==> config.mk <==
export PLATFORM = sky130hd
export DESIGN_NAME = uart_rx_flat
export DESIGN_NICKNAME = d
export VERILOG_FILES = /design/src/rtl/uart_pkg.sv /design/src/rtl/uart_rx_if.sv /design/src/rtl/uart_rx_sync.sv /design/src/rtl/uart_rx.sv /design/src/flat_wrapper.sv
export SDC_FILE = /design/constraint.sdc
export NUM_CORES = 1
export LEC_CHECK = 0
export CORE_ASPECT_RATIO = 1.4
export CORE_MARGIN = 3
export CORE_UTILIZATION = 25
export CTS_BUF_LIST = sky130_fd_sc_hd__clkbuf_2 sky130_fd_sc_hd__clkbuf_4 sky130_fd_sc_hd__clkbuf_8
export DETAILED_ROUTE_END_ITERATION = 10
export GPL_TIMING_DRIVEN = 1
export PLACE_DENSITY_LB_ADDON = 0.3
export SYNTH_ARGS = -nofsm -noshare
export SYNTH_HDL_FRONTEND = slang
export SYNTH_SLANG_ARGS = --single-unit
==> constraint.sdc <==
create_clock -name clk -period 4.1 [get_ports clk]
set_input_delay 0.41 -clock clk [delete_from_list [all_inputs] [get_ports clk]]
set_output_delay 0.41 -clock clk [all_outputs]
set_load 0.01 [all_outputs]
==> src/rtl/uart_pkg.sv <==
`default_nettype none
// ============================================================================
// Module      : uart_pkg
// Description : Shared UART state encoding, default frame parameters and a
//               2-of-3 majority helper, used by both uart_rx and uart_tx.
// Revision    : 1.0
// ============================================================================
package uart_pkg;

    typedef enum logic [2:0] {
        ST_IDLE   = 3'd0,
        ST_START  = 3'd1,
        ST_DATA   = 3'd2,
        ST_PARITY = 3'd3,
        ST_STOP   = 3'd4
    } uart_state_t;

    localparam int c_DEFAULT_DATA_BITS  = 8;
    localparam int c_DEFAULT_STOP_BITS  = 1;
    localparam int c_DEFAULT_OVERSAMPLE = 16;

    function automatic logic maj3(input logic a, input logic b, input logic c);
        return (a & b) | (a & c) | (b & c);
    endfunction

endpackage
`default_nettype wire

==> src/rtl/uart_rx_if.sv <==
`default_nettype none
// ============================================================================
// Module      : uart_rx_if
// Description : Receiver-to-FIFO write port plus status and error pulses.
// Revision    : 1.0
// ============================================================================
interface uart_rx_if
    import uart_pkg::*;
#(
    parameter int DATA_BITS = c_DEFAULT_DATA_BITS
) ();
    logic                 fifo_wr_en;
    logic [DATA_BITS-1:0] fifo_din;
    logic                 fifo_full;
    logic                 busy;
    logic                 frame_err;
    logic                 parity_err;
    logic                 overrun_err;

    modport master (
        output fifo_wr_en, fifo_din, busy, frame_err, parity_err, overrun_err,
        input  fifo_full
    );

    modport slave (
        input  fifo_wr_en, fifo_din, busy, frame_err, parity_err, overrun_err,
        output fifo_full
    );
endinterface
`default_nettype wire

==> src/rtl/uart_rx_sync.sv <==
`default_nettype none
// ============================================================================
// Module      : uart_rx_sync
// Description : Two-flop synchronizer for the serial line with a registered
//               falling-edge detect on the synchronized value.
// Revision    : 1.0
// ============================================================================
module uart_rx_sync (
    input  wire  clk,
    input  wire  rst_n,
    input  wire  rx_line,
    output logic rx_sync,
    output logic fall_edge
);
    logic r_meta;
    logic r_sync;
    logic r_prev;

    // All flops reset high so the idle line never looks like a start edge.
    always_ff @(posedge clk) begin
        if (!rst_n) begin
            r_meta <= 1'b1;
            r_sync <= 1'b1;
            r_prev <= 1'b1;
        end else begin
            r_meta <= rx_line;
            r_sync <= r_meta;
            r_prev <= r_sync;
        end
    end

    assign rx_sync   = r_sync;
    assign fall_edge = r_prev & ~r_sync;
endmodule
`default_nettype wire

==> src/rtl/uart_rx.sv <==
`default_nettype none
// ============================================================================
// Module      : uart_rx
// Description : Oversampled UART receiver with optional parity, frame/parity/
//               overrun detection and a one-cycle FIFO write strobe.
//               Optional macro UART_RX_MAJORITY_EN: 2-of-3 majority bit vote.
// Revision    : 1.0
// ============================================================================
module uart_rx
    import uart_pkg::*;
#(
    parameter int DATA_BITS  = c_DEFAULT_DATA_BITS,
    parameter int STOP_BITS  = c_DEFAULT_STOP_BITS,
    parameter int OVERSAMPLE = c_DEFAULT_OVERSAMPLE
) (
    input  wire        clk,
    input  wire        rst_n,
    input  wire        os_tick,
    input  wire        rx_line,
    input  wire        parity_en,
    input  wire        parity_odd,
    uart_rx_if.master  fifo
);
    localparam int                 c_CNT_W     = $clog2(OVERSAMPLE);
    localparam logic [c_CNT_W-1:0] c_HALF_TICK = c_CNT_W'(OVERSAMPLE / 2 - 1);
    localparam logic [c_CNT_W-1:0] c_FULL_TICK = c_CNT_W'(OVERSAMPLE - 1);
    localparam logic [3:0]         c_LAST_BIT  = 4'(DATA_BITS - 1);
    localparam logic               c_LAST_STOP = 1'(STOP_BITS - 1);

    logic w_line;
    logic w_fall;
    logic w_bit;

    uart_state_t          r_state;
    logic [c_CNT_W-1:0]   r_tick_cnt;
    logic [3:0]           r_bit_cnt;
    logic                 r_stop_cnt;
    logic [DATA_BITS-1:0] r_shift;
    logic                 r_par_en;
    logic                 r_par_odd;
    logic                 r_par_acc;
    logic                 r_par_fail;
    logic                 r_frame_fail;

    uart_rx_sync u_sync (
        .clk       (clk),
        .rst_n     (rst_n),
        .rx_line   (rx_line),
        .rx_sync   (w_line),
        .fall_edge (w_fall)
    );

`ifdef UART_RX_MAJORITY_EN
    // The window is the two preceding ticks plus the decision tick, so every
    // decision lands on the same tick as in the single-sample build.
    logic [1:0] r_hist;

    always_ff @(posedge clk) begin
        if (!rst_n) begin
            r_hist <= 2'b11;
        end else if (os_tick) begin
            r_hist <= {r_hist[0], w_line};
        end
    end

    assign w_bit = maj3(r_hist[1], r_hist[0], w_line);
`else
    assign w_bit = w_line;
`endif

    always_ff @(posedge clk) begin
        if (!rst_n) begin
            r_state          <= ST_IDLE;
            r_tick_cnt       <= '0;
            r_bit_cnt        <= '0;
            r_stop_cnt       <= 1'b0;
            r_shift          <= '0;
            r_par_en         <= 1'b0;
            r_par_odd        <= 1'b0;
            r_par_acc        <= 1'b0;
            r_par_fail       <= 1'b0;
            r_frame_fail     <= 1'b0;
            fifo.fifo_din    <= '0;
            fifo.fifo_wr_en  <= 1'b0;
            fifo.busy        <= 1'b0;
            fifo.frame_err   <= 1'b0;
            fifo.parity_err  <= 1'b0;
            fifo.overrun_err <= 1'b0;
        end else begin
            fifo.fifo_wr_en  <= 1'b0;
            fifo.frame_err   <= 1'b0;
            fifo.parity_err  <= 1'b0;
            fifo.overrun_err <= 1'b0;

            case (r_state)
                ST_IDLE: begin
                    r_tick_cnt <= '0;
                    if (w_fall) begin
                        r_state <= ST_START;
                    end
                end

                ST_START: begin
                    if (os_tick) begin
                        if (r_tick_cnt == c_HALF_TICK) begin
                            r_tick_cnt <= '0;
                            if (!w_bit) begin
                                r_state      <= ST_DATA;
                                fifo.busy    <= 1'b1;
                                r_par_en     <= parity_en;
                                r_par_odd    <= parity_odd;
                                r_bit_cnt    <= '0;
                                r_stop_cnt   <= 1'b0;
                                r_par_acc    <= 1'b0;
                                r_par_fail   <= 1'b0;
                                r_frame_fail <= 1'b0;
                            end else begin
                                r_state <= ST_IDLE;
                            end
                        end else begin
                            r_tick_cnt <= r_tick_cnt + 1'b1;
                        end
                    end
                end

                ST_DATA: begin
                    if (os_tick) begin
                        if (r_tick_cnt == c_FULL_TICK) begin
                            r_tick_cnt <= '0;
                            r_shift    <= {w_bit, r_shift[DATA_BITS-1:1]};
                            r_par_acc  <= r_par_acc ^ w_bit;
                            r_bit_cnt  <= r_bit_cnt + 1'b1;
                            if (r_bit_cnt == c_LAST_BIT) begin
                                r_state <= r_par_en ? ST_PARITY : ST_STOP;
                            end
                        end else begin
                            r_tick_cnt <= r_tick_cnt + 1'b1;
                        end
                    end
                end

                ST_PARITY: begin
                    if (os_tick) begin
                        if (r_tick_cnt == c_FULL_TICK) begin
                            r_tick_cnt <= '0;
                            r_state    <= ST_STOP;
                            if (w_bit != (r_par_acc ^ r_par_odd)) begin
                                r_par_fail <= 1'b1;
                            end
                        end else begin
                            r_tick_cnt <= r_tick_cnt + 1'b1;
                        end
                    end
                end

                ST_STOP: begin
                    if (os_tick) begin
                        if (r_tick_cnt == c_FULL_TICK) begin
                            r_tick_cnt <= '0;
                            if (r_stop_cnt == c_LAST_STOP) begin
                                // Final stop sample: resolve the frame in priority order.
                                r_state   <= ST_IDLE;
                                fifo.busy <= 1'b0;
                                if (r_frame_fail || !w_bit) begin
                                    fifo.frame_err <= 1'b1;
                                end else if (r_par_fail) begin
                                    fifo.parity_err <= 1'b1;
                                end else if (fifo.fifo_full) begin
                                    fifo.overrun_err <= 1'b1;
                                end else begin
                                    fifo.fifo_wr_en <= 1'b1;
                                    fifo.fifo_din   <= r_shift;
                                end
                            end else begin
                                r_stop_cnt <= r_stop_cnt + 1'b1;
                                if (!w_bit) begin
                                    r_frame_fail <= 1'b1;
                                end
                            end
                        end else begin
                            r_tick_cnt <= r_tick_cnt + 1'b1;
                        end
                    end
                end

                default: begin
                    r_state   <= ST_IDLE;
                    fifo.busy <= 1'b0;
                end
            endcase
        end
    end
endmodule
`default_nettype wire

==> src/flat_wrapper.sv <==
// flat-port wrapper written by rule: the top's interface ports become plain ports
module uart_rx_flat import uart_pkg::*;
#(
    parameter int DATA_BITS  = c_DEFAULT_DATA_BITS,
    parameter int STOP_BITS  = c_DEFAULT_STOP_BITS,
    parameter int OVERSAMPLE = c_DEFAULT_OVERSAMPLE
)
  (clk, rst_n, os_tick, rx_line, parity_en, parity_odd, fifo_fifo_wr_en, fifo_fifo_din, fifo_busy, fifo_frame_err, fifo_parity_err, fifo_overrun_err, fifo_fifo_full);
  uart_rx_if #(.DATA_BITS(DATA_BITS)) fifo_i ();
  input  wire clk;
  input  wire rst_n;
  input  wire os_tick;
  input  wire rx_line;
  input  wire parity_en;
  input  wire parity_odd;
  output wire logic [$bits(fifo_i.fifo_wr_en)-1:0] fifo_fifo_wr_en;
  output wire logic [$bits(fifo_i.fifo_din)-1:0] fifo_fifo_din;
  output wire logic [$bits(fifo_i.busy)-1:0] fifo_busy;
  output wire logic [$bits(fifo_i.frame_err)-1:0] fifo_frame_err;
  output wire logic [$bits(fifo_i.parity_err)-1:0] fifo_parity_err;
  output wire logic [$bits(fifo_i.overrun_err)-1:0] fifo_overrun_err;
  input wire logic [$bits(fifo_i.fifo_full)-1:0] fifo_fifo_full;
  assign fifo_fifo_wr_en = fifo_i.fifo_wr_en;
  assign fifo_fifo_din = fifo_i.fifo_din;
  assign fifo_busy = fifo_i.busy;
  assign fifo_frame_err = fifo_i.frame_err;
  assign fifo_parity_err = fifo_i.parity_err;
  assign fifo_overrun_err = fifo_i.overrun_err;
  assign fifo_i.fifo_full = fifo_fifo_full;
  uart_rx #(.DATA_BITS(DATA_BITS), .STOP_BITS(STOP_BITS), .OVERSAMPLE(OVERSAMPLE)) u_core (.clk(clk), .rst_n(rst_n), .os_tick(os_tick), .rx_line(rx_line), .parity_en(parity_en), .parity_odd(parity_odd), .fifo(fifo_i));
endmodule
==> results.sh <==
export IMPL_antenna_found_initial=0
export IMPL_power_switching_uw=184
export IMPL_synth_nets=200
export IMPL_pwr_density_cell_mw_per_mm2=364
export IMPL_drv_cap=0
export IMPL_worstSkewPairLatency_ns=0.29
export IMPL_synth_area_top_cells="dfxtp_1 (45%), mux2i_1 (11%), nor2_1 (6.1%), xnor2_1 (2.9%), a21oi_1 (2.5%)"
export IMPL_status="complete, no violations"
export IMPL_reg2reg_slack_ns=2.07
export IMPL_rsz0062_at_grt="false"
export IMPL_worstRegToRegCells=4
export IMPL_fin_crit_ns=2.03
export IMPL_syn_area_mm2=0.00178
export IMPL_top_layer_used="met4"
export IMPL_post_cts_repair_setup_buffers=0
export IMPL_cts_sinks=40
export IMPL_grt_max_degree=27
export IMPL_gp_congestion=0.745
export IMPL_path_cells="nor3b_1 -> nand3_2 -> mux2i_1 -> nor2_1"
export IMPL_grt_pass1_wl_um=6320
export IMPL_wl_per_cell_um=11.9
export IMPL_postCtsHoldBufs=0
export IMPL_critical_path_class="register to register"
export IMPL_max_stage_delay_ns=0.63
export IMPL_synth_warnings=0
export IMPL_dieArea_mm2=0.00819
export IMPL_r2r_start="u_core.r_state[2]"
export IMPL_synth_edf_count=0
export IMPL_synth_area_leader_cell="dfxtp_1"
export IMPL_cts_tree="yes"
export IMPL_drt_first_pass_iters=4
export IMPL_endpoint="u_core.fifo.fifo_din[1]"
export IMPL_max_freq_mhz=493
export IMPL_start_kind="register"
export IMPL_fill_cells=728
export IMPL_hold_violations=0
export IMPL_routed_via_density=4.56
export IMPL_crit_path_end_kind="register"
export IMPL_yosys_most_used_dff="dfxtp_1"
export IMPL_p_int_uw=600
export IMPL_drc_errors=0
export IMPL_seq_area_um2=801
export IMPL_met1_length_um=1690
export IMPL_syn_instance_count=191
export IMPL_dr_wl_met2_um=1710
export IMPL_fin_tns_setup_ns=0
export IMPL_h_tree_depth=2
export IMPL_cts_resized=0
export IMPL_maxSlewViolCount=0
export IMPL_pwr_share_comb=0.068
export IMPL_grt_pass1_vias=1346
export IMPL_ys_async_sr_fraction=0
export IMPL_wl_met3_um=74
export IMPL_numCtsBuffers=5
export IMPL_nNetsFinal=218
export IMPL_die_y_um=106
export IMPL_finalCritPeriodShare=0.495
export IMPL_p_leak_uw=0.000790
export IMPL_overflow=0
export IMPL_antenna_cells=0
export IMPL_skew_ns=0.00822
export IMPL_drive_above_1_share=0.0857
export IMPL_setup_viol=0
export IMPL_cp_required_ns=4.28
export IMPL_synth_seq_cells=40
export IMPL_swShare=0.235
export IMPL_ios=20
export IMPL_clkSlewWorstSetupHoldPaths_ns=0.08
export IMPL_multi_input_area_um2=893
export IMPL_track_usage=0.0942
export IMPL_num_rows=35
export IMPL_clk_path_buf_depth=2
export IMPL_seq_power_share=0.518
export IMPL_p_clk_frac=0.414
export IMPL_synth_avg_cell_area_um2=9.33
export IMPL_critPathMaxFanout=16
export IMPL_start_util=0.264
export IMPL_die_w_um=77.4
export IMPL_portBuffers=19
export IMPL_syn_to_final_growth_pct=20.9
export IMPL_worst_pin_slew_ns=0.658
export IMPL_vias=1378
export IMPL_hold_path_class="register to register"
export IMPL_fin_cells=302
export IMPL_first_iter_violations=65
export IMPL_arrival_ns=2.20
export IMPL_core_area_mm2=0.00674
export IMPL_antenna_left=0
export IMPL_slowest_stage="dfxtp_1"
export IMPL_slew_headroom=0.561
export IMPL_yosysUniqueCellTypes=44
export IMPL_yosysSeqAreaShare=0.449
export IMPL_cp_startpoint="u_core.r_state[2]"
export IMPL_dp_hpwl_um=2550
export IMPL_r2r_end="u_core.fifo.fifo_din[1]"
export IMPL_wl_um=3590
export IMPL_yosys_area_top_type_share=0.449
export IMPL_ir_worst_vdd_mv=0.254
export IMPL_cts_root_buf="clkbuf_8"
export IMPL_dp_cells=294
==> power groups by stage <==
stage	combinational, µW	sequential [µW]	clock [µW]
final	53.2	406	324
after global routing	60.2	409	355
after CTS	53.9	407	336
after detailed placement	53.6	416	0
after global placement	53.1	416	0
after floorplan	48.7	406	0
==> cell usage after synthesis, types with 2 or more instances <==
| cell | number |
|---|---|
| xnor2_1 | 6 |
| nand4b_1 | 3 |
| nor3_1 | 4 |
| buf_6 | 3 |
| nand4_1 | 3 |
| nor2b_1 | 2 |
| nand3b_1 | 2 |
| mux2i_1 | 20 |
| nand2_1 | 10 |
| nor4_1 | 2 |
| nor4b_1 | 2 |
| a21oi_1 | 9 |
| dfxtp_1 | 40 |
| nand3_1 | 8 |
| ha_1 | 2 |
| nor2_1 | 29 |
| inv_1 | 7 |
| nand2b_1 | 4 |
| clkbuf_1 | 5 |
| o21ai_0 | 3 |
| a211oi_1 | 4 |
==> worst max-delay path: cells and delay by family, from the launching register on <==
kind | cells | cell delay [ns]
flip-flops | 1 | 0.63
AND/OR/NAND/NOR | 3 | 1.05
multiplexers | 1 | 0.24
==> stage by stage <==
| stage | cell area (µm²) | total power [µW] | utilization | setup slack, ns | hold WS (ns) |
|---|---|---|---|---|---|
| after floorplan | 1780 | 455 | - | 2.41 | 0.386 |
| after global placement | 2040 | 469 | 0.302 | 1.77 | 0.395 |
| after detailed placement | 2040 | 469 | 0.302 | 1.77 | 0.398 |
| after CTS | 2150 | 797 | 0.319 | 2.04 | 0.416 |
| after global routing | 2150 | 824 | 0.319 | 1.87 | 0.440 |
| final | 2150 | 784 | 0.319 | 2.07 | 0.414 |
==> worst min-delay path by stage <==
stage                         start                    end  cells after the start
3_5_place_dp   u_core.u_sync.r_meta  u_core.u_sync.rx_sync                      1
6_report       u_core.u_sync.r_meta  u_core.u_sync.rx_sync                      1
3_3_place_gp   u_core.u_sync.r_meta  u_core.u_sync.rx_sync                      1
4_1_cts        u_core.u_sync.r_meta  u_core.u_sync.rx_sync                      1
5_1_grt        u_core.u_sync.r_meta  u_core.u_sync.rx_sync                      1
2_1_floorplan  u_core.u_sync.r_meta  u_core.u_sync.rx_sync                      1
==> routing by layer <==
layer	global-route usage	vias up
met5	0	-
met4	0.0407	0
met3	0.0265	8
met2	0.153	18
met1	0.115	645
li1	-	707
==> layout by cell type (no fill, tap or decap), drive strengths merged, types with 3 or more instances in the layout <==
cell type       n
a211oi          4
a21oi           9
clkbuf          5
clkdlybuf4s50  19
clkinv          3
dfxtp          40
inv             7
mux2i          20
nand2          10
nand2b          4
nand3           9
nand4           3
nand4b          3
nor2           29
nor3            5
o21ai           3
xnor2           6
==> sequential cells by signal, summed over array words and instances (netlist names), 3 cells and up <==
signal / cells
u_core.r_tick_cnt: 4
u_core.r_bit_cnt: 4
u_core.r_shift: 8
u_core.r_state: 3
u_core.fifo.fifo_din: 8
==> cell families (layout without fill, tap and decap cells) <==
group                      Yosys count  in the layout  synth area share
xor gates and xnor gates             7              7            0.0344
adders and majority gates            3              3            0.0197
buffers and inverters               17             36            0.0492
AOI/OAI and AO/OA                   23             23            0.0822
muxes                               20             20             0.112
and+or+nand+nor                     81             81             0.253
DFF                                 40             40             0.449
==> area by class of cell <==
type,count,share of cell area
Sequential cell,40,0.372
Clock inverter,3,0.0221
Inverter,8,0.0139
Tap cell,92,0.0535
Timing Repair Buffer,20,0.0918
Clock buffer,5,0.0320
Multi-Input combinational cell,134,0.415
Power figures use the tool's default switching activity.
